File: config.mk
export PLATFORM = sky130hd
export DESIGN_NAME = jfq_disp
export DESIGN_NICKNAME = d
export VERILOG_FILES = /design/src/rtl/jfq_disp.sv
export SDC_FILE = /design/constraint.sdc
export NUM_CORES = 1
export LEC_CHECK = 0
export ABC_AREA = 1
export CORE_ASPECT_RATIO = 0.9
export CORE_MARGIN = 2
export CORE_UTILIZATION = 38
export DETAILED_ROUTE_END_ITERATION = 10
export GPL_ROUTABILITY_DRIVEN = 0
export PLACE_DENSITY = 0.65
export REMOVE_ABC_BUFFERS = 1
export SETUP_SLACK_MARGIN = 0.15
export SKIP_LAST_GASP = 1
export SLEW_MARGIN = 0
export SYNTH_ARGS = -nofsm -noshare
export SYNTH_HDL_FRONTEND = slang
export SYNTH_SLANG_ARGS = --single-unit
export TNS_END_PERCENT = 5
File: constraint.sdc
create_clock -name clk -period 2.4 [get_ports clk]
set_clock_uncertainty 0.2 [all_clocks]
set_input_delay 0.48 -clock clk [delete_from_list [all_inputs] [get_ports clk]]
set_output_delay 0.48 -clock clk [all_outputs]
set_load 0.01 [all_outputs]
File: src/rtl/jfq_disp.sv
// jfq_disp: six-digit multiplexed 7-segment driver for the billing front panel.
//   Snapshots the BCD balance (outmoney, shown as XX.X on digits 5..3) and the
//   BCD call minutes (outtime, digits 2..0) while write is high, then scans
//   them onto a common-cathode display. warn blinks the money digits, cut shows
//   dashes on every digit.
// Ports:
//   clk, rst_n        clock, async active-low reset
//   outmoney[10:0]    BCD balance {hundreds(3b), tens, units}, 0.1-yuan units
//   outtime[8:0]      BCD minutes {hundreds(1b), tens, units}
//   write, warn, cut  snapshot strobe, low-balance blink, cut-off dashes
//   seg[6:0], dp      segments {g,f,e,d,c,b,a} and decimal point, active-high
//   an[5:0]           digit enables, active-low one-hot, an[5] leftmost
//   bcd_err           sticky: an invalid BCD nibble was captured
module jfq_disp #(
  parameter int SCAN_DIV  = 4,
  parameter int BLINK_DIV = 8
) (
  input  logic        clk,
  input  logic        rst_n,
  input  logic [10:0] outmoney,
  input  logic [8:0]  outtime,
  input  logic        write,
  input  logic        warn,
  input  logic        cut,
  output logic [6:0]  seg,
  output logic        dp,
  output logic [5:0]  an,
  output logic        bcd_err
);

  localparam logic [7:0] SCAN_LAST  = 8'(SCAN_DIV - 1);
  localparam logic [7:0] BLINK_LAST = 8'(BLINK_DIV - 1);

  logic [10:0] money_q, money_d;
  logic [8:0]  time_q, time_d;
  logic [7:0]  presc_q, presc_d;
  logic [2:0]  idx_q, idx_d;
  logic [7:0]  frm_q, frm_d;
  logic        phase_q, phase_d;
  logic [6:0]  seg_q, seg_d;
  logic        dp_q, dp_d;
  logic [5:0]  an_q, an_d;
  logic        bcd_err_q, bcd_err_d;

  logic        presc_wrap, frame_tick, blink_off;
  logic [3:0]  nib;
  logic        zero_blank, money_dig;

  function automatic logic [6:0] seg7(input logic [3:0] v);
    case (v)
      4'd0:    seg7 = 7'h3F;
      4'd1:    seg7 = 7'h06;
      4'd2:    seg7 = 7'h5B;
      4'd3:    seg7 = 7'h4F;
      4'd4:    seg7 = 7'h66;
      4'd5:    seg7 = 7'h6D;
      4'd6:    seg7 = 7'h7D;
      4'd7:    seg7 = 7'h07;
      4'd8:    seg7 = 7'h7F;
      4'd9:    seg7 = 7'h6F;
      default: seg7 = 7'h79;  // invalid BCD shows 'E'
    endcase
  endfunction

  // Snapshot registers and sticky BCD error
  always_comb begin
    money_d   = money_q;
    time_d    = time_q;
    bcd_err_d = bcd_err_q;
    if (write) begin
      money_d = outmoney;
      time_d  = outtime;
      if ((outmoney[7:4] > 4'd9) || (outmoney[3:0] > 4'd9) ||
          (outtime[7:4] > 4'd9) || (outtime[3:0] > 4'd9)) begin
        bcd_err_d = 1'b1;
      end
    end
  end

  // Scan prescaler, digit index and blink frame counter
  always_comb begin
    presc_wrap = (presc_q == SCAN_LAST);
    frame_tick = presc_wrap && (idx_q == 3'd5);
    presc_d    = presc_wrap ? 8'd0 : presc_q + 8'd1;
    idx_d      = idx_q;
    if (presc_wrap) idx_d = (idx_q == 3'd5) ? 3'd0 : idx_q + 3'd1;
    frm_d   = frm_q;
    phase_d = phase_q;
    if (!warn) begin
      frm_d   = 8'd0;
      phase_d = 1'b0;
    end else if (frame_tick) begin
      if (frm_q == BLINK_LAST) begin
        frm_d   = 8'd0;
        phase_d = ~phase_q;
      end else begin
        frm_d = frm_q + 8'd1;
      end
    end
  end

  // Digit select with leading-zero blanking; the money tens digit carries dp
  always_comb begin
    nib        = time_q[3:0];
    zero_blank = 1'b0;
    money_dig  = 1'b0;
    case (idx_q)
      3'd0: nib = time_q[3:0];
      3'd1: begin
        nib        = time_q[7:4];
        zero_blank = !time_q[8] && (time_q[7:4] == 4'd0);
      end
      3'd2: begin
        nib        = {3'b000, time_q[8]};
        zero_blank = !time_q[8];
      end
      3'd3: begin
        nib       = money_q[3:0];
        money_dig = 1'b1;
      end
      3'd4: begin
        nib       = money_q[7:4];
        money_dig = 1'b1;
      end
      3'd5: begin
        nib        = {1'b0, money_q[10:8]};
        zero_blank = (money_q[10:8] == 3'd0);
        money_dig  = 1'b1;
      end
      default: ;
    endcase
  end

  // Output priority: cut > blink > leading-zero blank > digit value
  always_comb begin
    blink_off = warn && phase_q && money_dig;
    an_d      = ~(6'b000001 << idx_q);
    dp_d      = (idx_q == 3'd4) && !cut && !blink_off;
    if (cut)             seg_d = 7'h40;
    else if (blink_off)  seg_d = 7'h00;
    else if (zero_blank) seg_d = 7'h00;
    else                 seg_d = seg7(nib);
  end

  always_ff @(posedge clk or negedge rst_n) begin
    if (!rst_n) begin
      money_q   <= 11'h500;
      time_q    <= 9'h000;
      bcd_err_q <= 1'b0;
      presc_q   <= 8'd0;
      idx_q     <= 3'd0;
      frm_q     <= 8'd0;
      phase_q   <= 1'b0;
      seg_q     <= 7'h00;
      dp_q      <= 1'b0;
      an_q      <= 6'b111111;
    end else begin
      money_q   <= money_d;
      time_q    <= time_d;
      bcd_err_q <= bcd_err_d;
      presc_q   <= presc_d;
      idx_q     <= idx_d;
      frm_q     <= frm_d;
      phase_q   <= phase_d;
      seg_q     <= seg_d;
      dp_q      <= dp_d;
      an_q      <= an_d;
    end
  end

  assign seg     = seg_q;
  assign dp      = dp_q;
  assign an      = an_q;
  assign bcd_err = bcd_err_q;

endmodule

Yosys cells after proc, flatten, opt, wreduce, memory -nomap -nowiden. Memory sizes are Yosys's and may differ from the RTL's. Index checks and enable logic that the tools add are counted.

Add/subtract/negate cells: 3. Magnitude comparators: 4. Eq/ne operators: 9. Shift-type cells: 1. Multiplexer cells: 14. Bitwise operators: 2. Reductions and logical operators: 17.

Operator list (count): two-way mux 8 bit (4); two-way mux 7 bit (3); one-hot mux 4 bit (5 select lines) (1); adder 8 x 1 -> 8 bit, second input constant (2); greater-than comparator 4 bit, second input constant (4); == test 8 x 2 -> 1 bit, second input constant (1); == test 8 x 3 -> 1 bit, second input constant (1); == test 3 x 2 -> 1 bit, second input constant (2); == test 3 bit, second input constant (2); logical AND 1 bit (6); NOT 6 bit (1); left shift 1 x 3 -> 6 bit, first input constant (1); zero test 4 bit (1); two-way mux 1 bit (4); != test 2 x 1 -> 1 bit, second input constant (2); AND reduction 2 bit (2); adder 3 x 1 -> 3 bit, second input constant (1); == test 3 x 1 -> 1 bit, second input constant (1); zero test 1 bit (3); zero test 3 bit (1); logical OR 1 bit (3); two-way mux 3 bit (1); one-hot mux 1 bit (3 select lines) (1); OR reduction 3 bit (1); NOT 1 bit (1).

Bits in registers: 55. ROM bits: 112. Bits of input ports: 25. Output and inout port bits: 15. Logic and storage cells: 61. Memories kept: 1.

Memory list: (name not given) (depth 16, width 7, read ports 1, clocked after Yosys merged registers in 0, write ports 0, RTL line 50) `case (v)`.

Depth between registers and ports, before layout. Gate-level depths: netlist of run 1.

Depth after elaboration: 6. Mapped depth: 16. Mapped depth without buffers: 15.

Worst setup path before layout of run 1. OpenSTA, ideal clock, no wires.

Kind: flip-flop to flip-flop. From: reg idx_q[1]. To: reg seg_q[3], in the netlist seg[3]. Arrival: 1713 ps. Required time: 2080 ps. Path slack: 367 ps. Stages on the path, launching flop included: 13. Buffers on the path: 0. Cell sequence: dfrtp_1 -> inv_2 -> ha_1 -> nand2_4 -> inv_4 -> nor2_2 -> nand2_1 -> nand2_2 -> inv_1 -> ha_1 -> nor2_1 -> o21ai_0 -> inv_1.

Word-level cells in the longest chain between the ends: 6. Elaborated cells between the ends (all ways): 14.

RTL lines: start, declared (RTL line 37) `logic [2:0] idx_q, idx_d;`; start signal, assigned (RTL line 162) `idx_q <= idx_d;`; == test 3 bit (tied with other cells) (RTL line 107) `case (idx_q)`; one-hot mux 4 bit (5 select lines) / OR reduction 3 bit (equally long branches); memory (16 x 7 bit) / two-way mux 1 bit (equally long branches); two-way mux 7 bit / logical AND 1 bit (equally long branches) (RTL line 141, 136); two-way mux 7 bit * (RTL line 140) `else if (blink_off) seg_d = 7'h00;`; two-way mux 7 bit * (RTL line 139) `if (cut) seg_d = 7'h40;`; net seg_d[3] (RTL line 40) `logic [6:0] seg_q, seg_d;`; end signal, assigned (RTL line 165) `seg_q <= seg_d;`; end, declared (RTL line 40).

The timed path passes the listed nets; every way through them passes the cells marked *. A chain may end at the register's enable or synchronous reset.

Worst setup path after layout of run 1.
From: reg idx_q[0]. To: reg seg_q[4], in the netlist seg[4].

Same word-level chain as after synthesis.

==> reports/metrics.cfg, run 1 <==
[status]
status = complete, no violations

[layout]
final_cells = 449
fillCellCount = 631
drive_gt1_share_pct = 18.0
syn_to_final_growth_pct = 25.2
fin_nets = 388
n_antenna_cell = 0

[placement]
place.port_buffers = 39
dp_cells = 433
hpwl_um = 4230

[clock_tree]
clkSinkCount = 55
clk_pin_slew_ps = 100
clock_path_buffers = 2
cts_root_buf = clkbuf_8
clock_latency_ps = 320
cts_inserted_buffers = 5
cts_tree = yes
htreeDepth = 2

[floorplan]
die_w_um = 93.5
ios = 40
coreArea_um2 = 7000
initial_utilization_pct = 39.1
dieArea_um2 = 7900
rows = 29
die_h_um = 84.5

[synthesis]
synth_edf_count = 0
ys_warn_count = 0
ys_ff_latch = 55
async_flop_share_pct = 100
synth.area.top_cells = dfrtp_1, nand2_1, dfstp_2
syn-instance-count = 303
seq_area_frac_synth_pct = 50.6
synth_area_um2 = 2740
yosysMostFrequentCell = nand2_1
avgSynthCellArea_um2 = 9.04
synth_cell_types = 31
yosysTopAreaCellShare_pct = 42.9
synth_ff_type = dfrtp_1
ys_top_cells_by_count = nand2_1, dfrtp_1, inv_1
yosysTopAreaCell = dfrtp_1

[grt]
grt_pass1_vias = 2105
grt_max_degree = 30
grt_usage_pct = 15.4
grt_antenna_before_repair = 0
grt-ovfl-total = 0
grt_pass1_wl_um = 9650

[flow_run]
drv_cap = 0

[routing]
drc = 0
ant_nets = 0
first_pass_iters = 4
routed_wl_um = 5620
post_drt_wl_per_cell_um = 12.5
drtIter0Drc = 108
via_count = 2116
vias_per_cell = 4.71

[sta]
setup_tns_ps = 0
slew_viol_final = 0
rsz0062_at_grt = yes
worstMarginPinSlew_ps = 506
fin_crit_ps = 2110
fmaxAchievable_ghz = 0.475
slew-limit-headroom_pct = 66.3
period_share_pct = 87.8
finalHoldWorstSlack_ps = 269
setup_viol_count_final = 0
finalHoldViolations = 0

[power_and_ir_drop]
ir_drop_mv = 0.204
power_density_nw_per_um2 = 513
p_leak_nw = 1.64

[worst_setup_path]
critPathSlowestCell = dfrtp_2
max_stage_delay_ps = 480
cp.required_ps = 2410
critPathMaxFanout = 6
endpoint_kind = register
path_common_cell = nand2_1
startpoint_type = register
crit_arrival_ps = 2110
path_cells = nand2_1 -> inv_1 -> ha_2 -> nand2_1 -> inv_1 -> nor2_2 -> nand2_1 -> nand2_2 -> inv_1 -> ha_1 -> nand3_1 -> nand2_1 -> a21oi_1 -> nor2_1
critical_path_class = reg -> reg

[min_path]
hold_class = reg -> reg

## sequential cells by signal, summed over array words and instances, names as in the netlist
name and flops:
time_q 9, seg 7, presc_q 8, idx_q 3, bcd_err 1, frm_q 8
dp 1, phase_q 1, an 6, money_q 11
## layout make-up
cell class	count	area (um^2)	share of cell area, %
well taps	93	116	3.39
clock buffers	7	86.3	2.52
flip-flops and latches	55	1390	40.5
inverters	48	193	5.62
multi-input cells	194	1140	33.4
repair buffers	51	490	14.3
clock inverters	1	8.76	0.255
## power breakdown
group | internal (mW) | total (mW) | switching [mW] | leakage (nW)
registers | 0.974 | 0.997 | 0.0235 | 0.674
clock network | 0.237 | 0.542 | 0.305 | 0.0484
logic | 0.111 | 0.221 | 0.109 | 0.920
## layout by cell type, fill, tap and decap left out, types with 2 or more instances in the layout
master and instances:
a21boi_1 2, a21oi_1 3, buf_4 10, clkbuf_8 6
clkdlybuf4s50_1 38, dfrtp_1 44, dfrtp_2 3, dfstp_2 8
ha_1 6, inv_1 43, inv_2 2, inv_4 2
mux2_2 12, nand2_1 56, nand2_2 5, nand2_4 2
nand3_1 16, nand4_1 11, nor2_1 28, nor2_2 2
nor3_1 5, o21ai_0 17, o21ai_1 7, or2_2 2
xnor2_1 2, xor2_1 8
## per-stage QoR
| step | power, mW | utilization [%] | cell area (um^2) | setup WS, ps |
|---|---|---|---|---|
| 2_1_floorplan | 1.11 | - | 2690 | 290 |
| 3_3_place_gp | 1.23 | 46.2 | 3240 | 195 |
| 3_5_place_dp | 1.24 | 46.2 | 3240 | 128 |
| 4_1_cts | 1.78 | 47.9 | 3360 | 160 |
| 5_1_grt | 1.85 | 49.0 | 3430 | 126 |
| 6_report | 1.76 | 49.0 | 3430 | 293 |
## kinds of logic (layout without fill, tap and decap cells)
logic type               count (synthesis)  after routing  synth area share (%)
flip-flops                              55             55                  50.6
adder cells (fa/ha/maj)                  8              8                  3.65
AO/OA/AOI/OAI                           33             33                  6.90
AND/OR/NAND/NOR                        130            130                  21.7
buffers and inverters                   54            107                  8.59
XOR/XNOR                                10             10                  3.20
multiplexers                            13             13                  5.30
## layer usage
metal	global-route usage [%]	wire, um
met5	0	0
met4	3.61	48
met3	4.58	232
met2	24.5	2630
met1	20.8	2710
## worst max-delay path, delay by kind of cell, from the launching register on
family                     cells  cell delay [ps]
buffers and inverters          3              150
AOI/OAI and AO/OA              1              140
and+or+nand+nor                8              580
DFF                            1              480
adders and majority gates      2              420
## worst paths after layout
path	start	end	slack, ps	cells past startpoint
min reg2reg	bcd_err$_DFFE_PN0P_	bcd_err$_DFFE_PN0P_	270	1
max	idx_q[0]$_DFFE_PN0N_	seg[4]$_DFF_PN0_	290	14
min	bcd_err$_DFFE_PN0P_	bcd_err$_DFFE_PN0P_	270	1
max reg2reg	idx_q[0]$_DFFE_PN0N_	seg[4]$_DFF_PN0_	290	14
min in group asynchronous	rst_n	idx_q[0]$_DFFE_PN0N_	450	2
max in group asynchronous	rst_n	money_q[8]$_DFFE_PN1P_	970	3
## timing repair
action | CTS | global route
setup buffers | 1 | 6
gates resized for setup | 2 | 11
pin swaps | 0 | 2
endpoints found under the setup margin | 4 | 7
endpoints found under the hold margin | 16 | 0
hold buffers | 1 | 0
Power figures use the tool's default switching activity.
==> run 2, diff against run 1 <==
- CTS_CLUSTER_DIAMETER: default -> 120
- REMOVE_ABC_BUFFERS: 1 -> default
==> reports/metrics.cfg, run 2 (synthesis results as in run 1) <==
[status]
status = complete, no violations  ; unchanged

[routing]
vias_per_cell = 4.61  ; was 4.71
routed_wl_um = 5180  ; was 5620 um
drtIter0Drc = 67  ; was 108
ant_nets = 0  ; unchanged
via_count = 2042  ; was 2116
drc = 0  ; unchanged
post_drt_wl_per_cell_um = 11.7  ; was 12.5 um
first_pass_iters = 4  ; unchanged

[min_path]
hold_start = presc_q[0]$_DFF_PN0_  ; was bcd_err$_DFFE_PN0P_
hold_class = reg -> reg  ; unchanged
holdPathStages = 1  ; unchanged
min_to = presc_q[0]$_DFF_PN0_  ; was bcd_err$_DFFE_PN0P_

[worst_setup_path]
crit_arrival_ps = 2100  ; was 2110 ps
crit_family = adder cells  ; was simple AND/OR/NAND/NOR gates
cp.required_ps = 2400  ; was 2410 ps
r2r_setup_slack_ps = 300  ; was 290 ps
startpoint_type = register  ; unchanged
max_stage_delay_ps = 460  ; was 480 ps
endpoint_kind = register  ; unchanged
worstSetupStartpoint = idx_q[1]$_DFFE_PN0N_  ; was idx_q[0]$_DFFE_PN0N_
crit_buf_inv = 4  ; was 3
path_cells = inv_4 -> ha_4 -> nand2_4 -> inv_4 -> nor2_2 -> nand2_1 -> nand2_2 -> inv_1 -> ha_1 -> nor2_2 -> o21ai_0 -> inv_1  ; was nand2_1 -> inv_1 -> ha_2 -> nand2_1 -> inv_1 -> nor2_2 -> nand2_1 -> nand2_2 -> inv_1 -> ha_1 -> nand3_1 -> nand2_1 -> a21oi_1 -> nor2_1
r2r_start = idx_q[1]$_DFFE_PN0N_  ; was idx_q[0]$_DFFE_PN0N_
critical_path_class = reg -> reg  ; unchanged
r2r_end = seg[3]$_DFF_PN0_  ; was seg[4]$_DFF_PN0_
ff2ff_path_depth = 12  ; was 14
critPathMaxFanout = 6  ; unchanged
critPathSlowestCell = dfrtp_1  ; was dfrtp_2

[clock_tree]
clock_path_buffers = 2  ; unchanged
htreeDepth = 2  ; unchanged
cts_inserted_buffers = 5  ; unchanged
clk_pin_slew_ps = 90  ; was 100 ps
cts_tree = yes  ; unchanged
clkSinkCount = 55  ; unchanged
cts_root_buf = clkbuf_8  ; unchanged
clock_latency_ps = 310  ; was 320 ps

[sta]
setup_tns_ps = 0  ; unchanged
fin_crit_ps = 2100  ; was 2110 ps
period_share_pct = 87.4  ; was 87.8%
worstMarginPinSlew_ps = 544  ; was 506 ps
finalHoldViolations = 0  ; unchanged
slew-limit-headroom_pct = 63.7  ; was 66.3%
fmaxAchievable_ghz = 0.477  ; was 0.475 GHz
slew_viol_final = 0  ; unchanged
setup_ws_ps = 302  ; was 293 ps
setup_viol_count_final = 0  ; unchanged
rsz0062_at_grt = yes  ; unchanged

[power_and_ir_drop]
pwr-share-seq_pct = 53.7  ; was 56.7%
power_switching_mw = 0.431  ; was 0.437 mW
pwr-share-comb_pct = 11.8  ; was 12.5%
power_mw = 1.85  ; was 1.76 mW
p_int_mw = 1.42  ; was 1.32 mW
ir_drop_mv = 0.245  ; was 0.204 mV
p_sw_share_pct = 23.2  ; was 24.9%
power_density_nw_per_um2 = 545  ; was 513 nW/um^2
p_leak_nw = 1.63  ; was 1.64 nW
clock_power_share_pct = 34.5  ; was 30.8%

[grt]
grt_pass1_vias = 1840  ; was 2105
busiest_layer = met1  ; was met2
grt_pass1_wl_um = 8650  ; was 9650 um
gr-usage-met1_pct = 20.9  ; was 20.8%
grt-ovfl-total = 0  ; unchanged
grt_usage_pct = 13.9  ; was 15.4%
grtUsageMet2_pct = 19.8  ; was 24.5%
use_met3_pct = 3.05  ; was 4.58%
grt_antenna_before_repair = 0  ; unchanged
grt_max_degree = 34  ; was 30

[layout]
n_antenna_cell = 0  ; unchanged
multiInputGateArea_um2 = 1140  ; about the same
layout_commonest_cell = nand2_1  ; unchanged
fillCellCount = 663  ; was 631
fin_nets = 382  ; was 388
post-route-util_pct = 48.5  ; was 49.0%
seqCellArea_um2 = 1390  ; about the same
final_cells = 443  ; was 449
top_regs = money_q x11, time_q x9  ; unchanged
top_register = money_q  ; unchanged
largest_reg_flops = 11  ; unchanged
drive_gt1_share_pct = 16.6  ; was 18.0%
layout_common_cells = nand2_1, dfrtp_1, inv_1, clkdlybuf4s50_1, nor2_1  ; unchanged
syn_to_final_growth_pct = 24.1  ; was 25.2%

[floorplan]
die_w_um = 93.5  ; unchanged
ios = 40  ; unchanged
dieArea_um2 = 7900  ; unchanged
initial_utilization_pct = 39.1  ; unchanged
rows = 29  ; unchanged
die_h_um = 84.5  ; unchanged
coreArea_um2 = 7000  ; unchanged

[flow_run]
drv_cap = 0  ; unchanged

[synthesis]
synth_nets = 336

[placement]
pre_cts_slack_ps = 177  ; was 128 ps
dp_cells = 432  ; was 433
hpwl_um = 4000  ; was 4230 um
place.port_buffers = 39  ; unchanged

-- run 2: how the worst max path moves through the flow --
stage	end	slack, ps	depth (start not counted)
2_1_floorplan	seg[3]$_DFF_PN0_	370	12
3_3_place_gp	seg[3]$_DFF_PN0_	180	13
3_5_place_dp	seg[3]$_DFF_PN0_	180	13
4_1_cts	seg[3]$_DFF_PN0_	170	13
5_1_grt	seg[3]$_DFF_PN0_	130	14
6_report	seg[3]$_DFF_PN0_	300	12
-- run 2: repair_timing --
item,CTS,global route
hold buffers,1,0
cloned,0,0
hold endpoints to repair,20,0
endpoints found under the setup margin,1,7
setup buffers,0,2
gates resized for setup,1,6
-- run 2: metal layers --
metal / up-vias / share of wire, %
met5: - / 0
met4: 0 / 1.5
met3: 5 / 4.2
met2: 42 / 42
met1: 942 / 52
li1: 1053 / -
-- run 2: through the flow --
stage	hold WS (ps)	instance area, um^2
floorplan	-15.6	2740
global placement	246	3230
detailed placement	247	3230
CTS	275	3360
global route	296	3400
finish	270	3400
-- run 2: power groups by stage --
stage,clock network (mW),registers (mW),logic [mW]
2_1_floorplan,0,1.01,0.105
3_3_place_gp,0,1.01,0.215
3_5_place_dp,0,1.01,0.218
4_1_cts,0.653,0.996,0.220
5_1_grt,0.683,1.00,0.247
6_report,0.640,0.995,0.219
-- run 2: area by class of cell --
class                   count  area share, %
repair buffers             45           13.1
inverters                  48           5.67
well taps                  93           3.42
clock inverters             2           1.03
flip-flops and latches     55           40.9
multi-input cells         194           33.5
clock buffers               6           2.43
==> run 3, diff against run 2 <==
- CAP_MARGIN: default -> 25
- GPL_TIMING_DRIVEN: default -> 0
- SKIP_LAST_GASP: 1 -> default
==> reports/metrics.cfg, run 3 (synthesis results as in run 1) <==
[flow_run]
drv_cap = 0  ; unchanged

[floorplan]
dieArea_um2 = 7900  ; unchanged
initial_utilization_pct = 39.1  ; unchanged
coreArea_um2 = 7000  ; unchanged
die_w_um = 93.5  ; unchanged
rows = 29  ; unchanged
die_h_um = 84.5  ; unchanged
ios = 40  ; unchanged

[power_and_ir_drop]
power_switching_mw = 0.410  ; was 0.431 mW
p_sw_share_pct = 24.1  ; was 23.2%
p_int_mw = 1.29  ; was 1.42 mW
ir_drop_mv = 0.204  ; was 0.245 mV
clock_power_share_pct = 28.5  ; was 34.5%
pwr-share-seq_pct = 58.5  ; was 53.7%
power_density_nw_per_um2 = 500  ; was 545 nW/um^2
p_leak_nw = 1.63  ; about the same
pwr-share-comb_pct = 13.0  ; was 11.8%

[sta]
setup_ws_ps = 323  ; was 302 ps
worstMarginPinSlew_ps = 583  ; was 544 ps
period_share_pct = 86.6  ; was 87.4%
rsz0062_at_grt = yes  ; unchanged
slew_viol_final = 0  ; unchanged
finalHoldViolations = 0  ; unchanged
setup_viol_count_final = 0  ; unchanged
fmaxAchievable_ghz = 0.481  ; was 0.477 GHz
setup_tns_ps = 0  ; unchanged
slew-limit-headroom_pct = 61.2  ; was 63.7%
fin_crit_ps = 2080  ; was 2100 ps

[grt]
grt_usage_pct = 13.6  ; was 13.9%
grt_pass1_wl_um = 8570  ; was 8650 um
grt_antenna_before_repair = 0  ; unchanged
grt_max_degree = 32  ; was 34
grt_pass1_vias = 1879  ; was 1840
grt-ovfl-total = 0  ; unchanged

[layout]
largest_reg_flops = 11  ; unchanged
layout_common_cells = nand2_1, dfrtp_1, inv_1, clkdlybuf4s50_1, nor2_1  ; unchanged
final_cells = 449  ; was 443
n_antenna_cell = 0  ; unchanged
top_register = money_q  ; unchanged
syn_to_final_growth_pct = 24.3  ; was 24.1%
drive_gt1_share_pct = 16.6  ; about the same
fin_nets = 388  ; was 382
layout_commonest_cell = nand2_1  ; unchanged
top_regs = money_q x11, time_q x9  ; unchanged
fillCellCount = 703  ; was 663

[worst_setup_path]
critPathMaxFanout = 6  ; unchanged
path_cells = inv_4 -> ha_4 -> nand2_4 -> o21ai_0 -> nor2_1 -> nand2_1 -> nand2_2 -> inv_1 -> ha_1 -> inv_1 -> nand2_1 -> nand2_1 -> o21ai_0 -> inv_1  ; was inv_4 -> ha_4 -> nand2_4 -> inv_4 -> nor2_2 -> nand2_1 -> nand2_2 -> inv_1 -> ha_1 -> nor2_2 -> o21ai_0 -> inv_1
max_stage_delay_ps = 450  ; was 460 ps
ff2ff_path_depth = 14  ; was 12
crit_buf_inv = 4  ; unchanged
endpoint_kind = register  ; unchanged
critical_path_class = reg -> reg  ; unchanged
crit_arrival_ps = 2120  ; was 2100 ps
critPathSlowestCell = dfrtp_2  ; was dfrtp_1
startpoint_type = register  ; unchanged
r2r_start = idx_q[1]$_DFFE_PN0N_  ; unchanged
crit_family = simple AND/OR/NAND/NOR gates  ; was adder cells
r2r_setup_slack_ps = 320  ; was 300 ps
cp.required_ps = 2440  ; was 2400 ps
r2r_end = seg[0]$_DFF_PN0_  ; was seg[3]$_DFF_PN0_

[clock_tree]
clock_latency_ps = 300  ; was 310 ps
clk_pin_slew_ps = 100  ; was 90 ps
cts_tree = yes  ; unchanged
cts_root_buf = clkbuf_8  ; unchanged
htreeDepth = 2  ; unchanged
clkSinkCount = 55  ; unchanged
clock_path_buffers = 2  ; unchanged
cts_inserted_buffers = 5  ; unchanged

[routing]
drtIter0Drc = 72  ; was 67
routed_wl_um = 5090  ; was 5180 um
vias_per_cell = 4.59  ; was 4.61
first_pass_iters = 4  ; unchanged
ant_nets = 0  ; unchanged
post_drt_wl_per_cell_um = 11.3  ; was 11.7 um
drc = 0  ; unchanged
via_count = 2060  ; was 2042

[placement]
pre_cts_slack_ps = 161  ; was 177 ps
dp_cells = 435  ; was 432
place.port_buffers = 38  ; was 39
hpwl_um = 4050  ; was 4000 um

[min_path]
holdPathStages = 1  ; unchanged
hold_class = reg -> reg  ; unchanged
hold_start = presc_q[0]$_DFF_PN0_  ; unchanged
min_to = presc_q[0]$_DFF_PN0_  ; unchanged

[status]
status = complete, no violations  ; unchanged

[synthesis]
synth_nets = 336  ; unchanged

[run 3: cell type report]
type / instances / area [um^2] / share of cell area [%]
Buffer: 6 / 45.0 / 1.32
Clock buffer: 7 / 76.3 / 2.24
Clock inverter: 1 / 5.00 / 0.147
Inverter: 48 / 193 / 5.66
Multi-Input combinational cell: 194 / 1140 / 33.4
Sequential cell: 55 / 1390 / 40.8
Tap cell: 93 / 116 / 3.42
Timing Repair Buffer: 45 / 443 / 13.0
[run 3: what timing repair did]
action | CTS | global route
pin swaps | 0 | 2
buffers inserted | 0 | 5
endpoints found under the setup margin | 2 | 7
hold endpoints to repair | 22 | 0
resized for setup | 1 | 6
hold buffers | 1 | 0
[run 3: worst max path at each step]
stage / from / end / slack, ps / depth (start not counted)
finish: idx_q[1]$_DFFE_PN0N_ / seg[0]$_DFF_PN0_ / 320 / 14
global route: idx_q[1]$_DFFE_PN0N_ / seg[0]$_DFF_PN0_ / 140 / 14
CTS: idx_q[1]$_DFFE_PN0N_ / seg[3]$_DFF_PN0_ / 170 / 12
detailed placement: warn / seg[1]$_DFF_PN0_ / 160 / 7
global placement: rst_n / presc_q[6]$_DFF_PN0_ / -980 / 1
floorplan: idx_q[1]$_DFFE_PN0N_ / seg[3]$_DFF_PN0_ / 370 / 12
[run 3: metrics by stage]
stage,cell area (um^2),utilization (%),total power [mW],hold slack [ps]
floorplan,2740,-,1.12,-15.6
global placement,3240,46.2,1.23,244
detailed placement,3250,46.4,1.23,253
CTS,3340,47.8,1.72,268
global route,3400,48.6,1.79,292
finish,3400,48.6,1.70,262
[run 3: per-layer routing]
layer  global-route usage, %  part of all wire [%]
met1                    19.9                    51
met4                    4.01                  0.57
met2                    20.4                    45
met5                       0                     0
met3                    2.69                   4.1
[run 3: power by group through the flow]
| stage | clock network (mW) | registers (mW) | logic, mW |
|---|---|---|---|
| floorplan | 0 | 1.01 | 0.105 |
| global placement | 0 | 1.01 | 0.213 |
| detailed placement | 0 | 1.01 | 0.219 |
| CTS | 0.505 | 0.996 | 0.222 |
| global route | 0.537 | 1.00 | 0.248 |
| finish | 0.485 | 0.996 | 0.221 |
